===== config.mk =====
export PLATFORM = sky130hd
export DESIGN_NAME = alu_regfile_unit
export DESIGN_NICKNAME = d
export VERILOG_FILES = /design/src/rtl/alu_regfile_unit.sv
export SDC_FILE = /design/constraint.sdc
export NUM_CORES = 1
export LEC_CHECK = 0
export CORE_MARGIN = 2
export CORE_UTILIZATION = 30
export CTS_CLUSTER_DIAMETER = 80
export DETAILED_ROUTE_END_ITERATION = 10
export PLACE_DENSITY_LB_ADDON = 0.05
export SYNTH_ARGS = -nofsm -noshare
export SYNTH_HDL_FRONTEND = slang
export SYNTH_SLANG_ARGS = --single-unit

===== constraint.sdc =====
create_clock -name clk -period 11.35 [get_ports clk]
set_input_delay 1.7025 -clock clk [delete_from_list [all_inputs] [get_ports clk]]
set_output_delay 1.7025 -clock clk [all_outputs]
set_load 0.1 [all_outputs]

===== src/rtl/alu_regfile_unit.sv =====
// alu_regfile_unit: register file plus ALU behind a two-stage valid/ready pipeline.
// S1 latches the command; S2 holds the result until the consumer takes it.
// Operands are read as S1 advances, with forwarding from the S2 result retiring
// in the same cycle. Writeback and flag updates happen when S2 retires.
// Optional feature macro: ALU_FLAGS_EN (zero/carry flag registers).
module alu_regfile_unit #(
  parameter int  DATA_WIDTH = 8,
  parameter int  NUM_REGS   = 16,
  localparam int RW         = $clog2(NUM_REGS)
) (
  input  logic                  clk,
  input  logic                  reset,
  input  logic                  cmd_valid,
  output logic                  cmd_ready,
  input  logic [2:0]            cmd_op,
  input  logic [RW-1:0]         cmd_rd,
  input  logic [RW-1:0]         cmd_ra,
  input  logic [RW-1:0]         cmd_rb,
  input  logic [DATA_WIDTH-1:0] cmd_imm,
  output logic                  rsp_valid,
  input  logic                  rsp_ready,
  output logic [DATA_WIDTH-1:0] rsp_data,
  output logic                  flag_zero,
  output logic                  flag_carry,
  output logic                  busy
);
  localparam int STAGES = 2;

  typedef enum logic [2:0] {
    OP_READ, OP_WRITE, OP_ADD, OP_SUB, OP_AND, OP_OR, OP_XOR, OP_CMP
  } op_e;

  typedef struct packed {
    op_e                   op;
    logic [RW-1:0]         rd;
    logic [RW-1:0]         ra;
    logic [RW-1:0]         rb;
    logic [DATA_WIDTH-1:0] imm;
  } req_t;

  typedef struct packed {
    logic [DATA_WIDTH-1:0] data;
    logic [RW-1:0]         rd;
    logic                  wb;
`ifdef ALU_FLAGS_EN
    logic                  fl_upd;
    logic                  zero;
    logic                  carry;
`endif
  } rsp_t;

  logic [STAGES:1]       vld_pipe;   // [1] = S1 occupied, [2] = S2 occupied
  req_t                  req, s1;
  rsp_t                  s2, s2_nxt;
  logic [DATA_WIDTH-1:0] regs [NUM_REGS];
  logic [DATA_WIDTH-1:0] op_a, op_b;
  logic                  s2_retire, s1_adv, cmd_fire, fwd_en;

  assign req = '{op: op_e'(cmd_op), rd: cmd_rd, ra: cmd_ra, rb: cmd_rb, imm: cmd_imm};

  assign s2_retire = vld_pipe[2] & rsp_ready;
  assign s1_adv    = vld_pipe[1] & (~vld_pipe[2] | rsp_ready);
  assign cmd_ready = ~vld_pipe[1] | s1_adv;
  assign cmd_fire  = cmd_valid & cmd_ready;
  assign rsp_valid = vld_pipe[2];
  assign rsp_data  = s2.data;
  assign busy      = |vld_pipe;

  // The register write of a retiring S2 op lands on the same edge S1 reads, so bypass it
  assign fwd_en = s2_retire & s2.wb;
  assign op_a   = (fwd_en && s2.rd == s1.ra) ? s2.data : regs[s1.ra];
  assign op_b   = (fwd_en && s2.rd == s1.rb) ? s2.data : regs[s1.rb];

  // ALU: result, writeback enable and flag values for the op leaving S1
  always_comb begin
    s2_nxt    = '0;
    s2_nxt.rd = s1.rd;
    unique case (s1.op)
      OP_READ:  s2_nxt.data = op_a;
      OP_WRITE: begin s2_nxt.data = s1.imm;      s2_nxt.wb = 1'b1; end
      OP_ADD:   begin s2_nxt.data = op_a + op_b; s2_nxt.wb = 1'b1; end
      OP_SUB:   begin s2_nxt.data = op_a - op_b; s2_nxt.wb = 1'b1; end
      OP_AND:   begin s2_nxt.data = op_a & op_b; s2_nxt.wb = 1'b1; end
      OP_OR:    begin s2_nxt.data = op_a | op_b; s2_nxt.wb = 1'b1; end
      OP_XOR:   begin s2_nxt.data = op_a ^ op_b; s2_nxt.wb = 1'b1; end
      OP_CMP:   s2_nxt.data = op_a - op_b;
      default:  ;
    endcase
`ifdef ALU_FLAGS_EN
    s2_nxt.fl_upd = (s1.op != OP_READ) && (s1.op != OP_WRITE);
    s2_nxt.zero   = (s2_nxt.data == '0);
    // A modular sum smaller than an addend means the add wrapped
    if (s1.op == OP_ADD)
      s2_nxt.carry = (s2_nxt.data < op_a);
    else if (s1.op == OP_SUB || s1.op == OP_CMP)
      s2_nxt.carry = (op_a < op_b);
    else
      s2_nxt.carry = 1'b0;
`endif
  end

  // Pipeline stages, valid bits and register-file writeback on retire
  always_ff @(posedge clk) begin
    if (reset) begin
      vld_pipe <= '0;
      s1       <= '0;
      s2       <= '0;
      for (int i = 0; i < NUM_REGS; i++) regs[i] <= '0;
    end else begin
      if (cmd_fire) s1 <= req;
      if (s1_adv)   s2 <= s2_nxt;
      vld_pipe[1] <= cmd_fire | (vld_pipe[1] & ~s1_adv);
      vld_pipe[2] <= s1_adv   | (vld_pipe[2] & ~s2_retire);
      if (s2_retire && s2.wb) regs[s2.rd] <= s2.data;
    end
  end

`ifdef ALU_FLAGS_EN
  logic zero_q, carry_q;

  // Flags follow the last retired arithmetic/logic/compare op
  always_ff @(posedge clk) begin
    if (reset) begin
      zero_q  <= 1'b0;
      carry_q <= 1'b0;
    end else if (s2_retire && s2.fl_upd) begin
      zero_q  <= s2.zero;
      carry_q <= s2.carry;
    end
  end

  assign flag_zero  = zero_q;
  assign flag_carry = carry_q;
`else
  assign flag_zero  = 1'b0;
  assign flag_carry = 1'b0;
`endif

endmodule


==> metrics.md <==
| Metric | Value |
|---|---|
| Final-report hold violation count | `0` |
| Final worst setup slack | `5.79 ns` |
| R2R Setup Slk | `6.59 ns` |
| Worst Hold Class | `reg -> reg` |
| Initial antenna violation count | `0` |
| Lkg Pwr | `0.00405 µW` |
| Routability-driven placement congestion ratio | `0.874` |
| Total gr overflow | `0` |
| Critical path class | `in -> reg` |
| Slew Limit Fails | `0` |
| Pwr Density | `146 nW/µm²` |
| Final setup violation count | `0` |
| Die height | `185 µm` |
| Vias | `6426` |
| FF/Latch Area | `4770 µm²` |
| WP data arrival | `5.85 ns` |
| Clock Skews | `just over 0.009 ns` |
| Sequential area share after synthesis | `around half` |
| GRT Resource Usage Total | `18.5%` |
| CTS-repair resized insts | `0` |
| First-pass GRT wire length | `44600 µm` |
| Most frequent cells in the layout | `and2_1 (131), edfxtp_1 (128), nand2_1 (67)` |
| Drt wl/cell | `24.0 µm` |
| Slew HR | `25.4%` |
| Multi-input combinational cell area | `4660 µm²` |
| CTS Hold Bufs | `0` |
| Max H-tree Level | `4` |
| Share of cells above drive strength 1 | `16.9%` |
| DP HPWL | `around 22000 µm` |
| Post-Syn Area per Cell | `12.2 µm²` |
| Synth Area in XOR/XNOR | `about 1.9%` |
| Pre-CTS WS | `5.31 ns` |
| CTS tree | `yes` |
| Final Cycle Share | `49.0%` |
| Adder-cell share of the synthesized area | `3.26%` |
| DP Area | `10500 µm²` |
| CTS Buf Count | `17` |
| Worst VDD drop | `0.0934 mV` |
| Die area | `~34000 µm²` |
| Die Wd | `185 µm` |
| PortBufs | `37` |
| Netlist Area Pre-Place | `~10000 µm²` |
| Core Util, Final | `between 30 and 40%` |
| Synth unique cells | `48` |
| Mux contribution to synthesized area | `19.8%` |
| # diodes | `0` |
| Area Growth Syn to Fin | `13.2%` |
| Status | `finished clean` |
| Yosys warning total | `0` |
| Core area | `32400 µm²` |
| Starting density of the core | `between 30 and 40%` |
| Main combinational cell family by area after synthesis | `multiplexers` |
| WP data required | `11.64 ns` |
| Register bit total from synthesis | `174` |
| First-pass detailed-route iteration total | `5` |
| Largest net degree at the start of global routing | `58` |
| Post-CTS Setup Inserts | `0` |
| Vias in the first global route | `roughly 6400` |
| Maximum clock frequency | `180 MHz` |
| DRC Markers | `0` |
| Hold Crit Start | `s1[19]$_SDFFE_PP0P_` |
| Power consumption | `1620 µW` |
| Skew-Pair Late Insertion Delay | `between 0.4 and 0.5 ns` |
| Crit start category | `primary input` |
| Initial DRC Count | `574` |
| Critical Path Sink Type | `flop` |
| Worst-path clk slew | `0.07 ns` |
| I/O pin total | `40` |
| Hold Crit Endpoint | `s2[4]$_SDFFE_PP0P_` |
| R2R Path End | `rsp_data[7]$_SDFFE_PP0P_` |
| Longest Clk Path Bufs | `2` |
| Compound-Gate Fraction of Synth Area | `6.55%` |
| Fin Setup TNS | `0 ns` |
| Vias/cell | `approximately 5` |
| Post-layout min period | `between 5 and 6 ns` |
| Clock sink count | `174` |
| R2R depth | `20` |
| Clock root buffer master | `clkbuf_16` |
| RSZ-0062 raised after global routing | `no` |
| Hold Path Depth | `2` |
| Synth Instances | `approximately 800` |
| Post-route ant nets | `0` |
| Fin nets | `865` |
| Final WL | `30400 µm` |
| Cell Rows | `66` |
| Max-cap viol count | `0` |
| Post-synthesis simple-gate area fraction | `around 16%` |
| Commonest non-fill, non-tap cell in the layout | `and2_1` |
| Design area | `roughly 11000 µm²` |
| Slew of the pin with the lowest slew margin | `roughly 1.1 ns` |
| Largest fanout on the critical path | `12` |
| FILL cells | `3215` |
## state kept, by name, summed over array words and instances, names as in the netlist, named ones only
name      count
s1           23
s2            5
rsp_data      8
vld_pipe      2
regs        128
## where the power goes
| group | switching (µW) | internal, µW | total (µW) |
|---|---|---|---|
| clock network | 265 | 345 | 610 |
| logic | 166 | 112 | 278 |
| registers | 27.1 | 705 | 732 |
## kinds of logic (layout without fill, tap and decap cells)
group,count (synthesis),after routing
adder cells (fa/ha/maj),25,25
flip-flops,174,174
AND/OR/NAND/NOR,290,290
other,1,2
multiplexers,100,100
XOR/XNOR,21,21
AO/OA/AOI/OAI,109,109
buffers and inverters,86,105
## synthesized netlist by cell type, drive strengths merged
cell type	n	area share, %
a211o	1	0.089
a211oi	11	0.84
a21o	4	0.31
a21oi	63	3.2
a221oi	3	0.27
a311oi	1	0.089
a31oi	3	0.19
and2	131	8.3
and3	4	0.25
buf	28	2.0
clkbuf	37	1.4
conb	1	0.038
dfxtp	46	9.4
edfxtp	128	39
fa	1	0.20
ha	24	3.1
inv	21	0.80
mux2	6	0.69
mux2i	22	2.4
mux4	72	17
nand2	68	2.6
nand2b	8	0.51
nand3	8	0.41
nand3b	2	0.15
nor2	32	1.2
nor2b	10	0.64
nor3	8	0.41
o211ai	1	0.076
o21ai	13	0.66
o22ai	6	0.38
o31ai	1	0.076
o32ai	1	0.089
o41ai	1	0.28
or2	17	1.1
or4	1	0.076
or4b	1	0.10
xnor2	10	0.89
xor2	11	0.98
## layout make-up
cell class              instances  area share (%)
clock buffers                  25            4.67
clock inverters                 7           0.663
inverters                      21           0.708
multi-input cells             547            41.9
flip-flops and latches        174            42.8
well taps                     442            4.97
repair buffers                 52            4.30
## worst max-delay path by stage
stage,cells past startpoint,slack [ns],start,end
3_5_place_dp,19,5.31,rsp_ready,rsp_data[7]$_SDFFE_PP0P_
6_report,19,5.79,rsp_ready,rsp_data[7]$_SDFFE_PP0P_
2_1_floorplan,19,6.55,rsp_ready,rsp_data[7]$_SDFFE_PP0P_
3_3_place_gp,19,5.37,rsp_ready,rsp_data[7]$_SDFFE_PP0P_
5_1_grt,19,5.37,rsp_ready,rsp_data[7]$_SDFFE_PP0P_
4_1_cts,19,5.77,rsp_ready,rsp_data[7]$_SDFFE_PP0P_
## worst max-delay path, stage by stage
cell             delay [ns]
clkdlybuf4s50_1        0.52
nand3_1                0.14
nor3_1                 0.22
nand3_1                0.48
mux2i_1                0.56
ha_1                   0.32
nand2_1                0.06
o21ai_0                0.15
inv_1                  0.10
ha_1                   0.22
nor2b_1                0.13
o21ai_0                0.14
nand2b_1               0.11
a21o_1                 0.19
a21o_1                 0.19
a31oi_1                0.22
xnor2_1                0.16
xnor2_1                0.14
o22ai_1                0.10
## per-layer routing
metal,vias to the layer above,part of all wire [%],GRT usage [%]
met1,3267,46,25.6
li1,2942,-,-
met3,22,6.1,4.31
met5,-,0,0
met2,195,46,28.8
met4,0,1.8,5.37
## per-stage QoR
step           cells  hold WS, ns
2_1_floorplan    807        0.432
3_3_place_gp    1236        0.443
3_5_place_dp    1236        0.451
4_1_cts         1268        0.457
5_1_grt         1268        0.485
6_report        1268        0.454
Power figures use the tool's default switching activity.
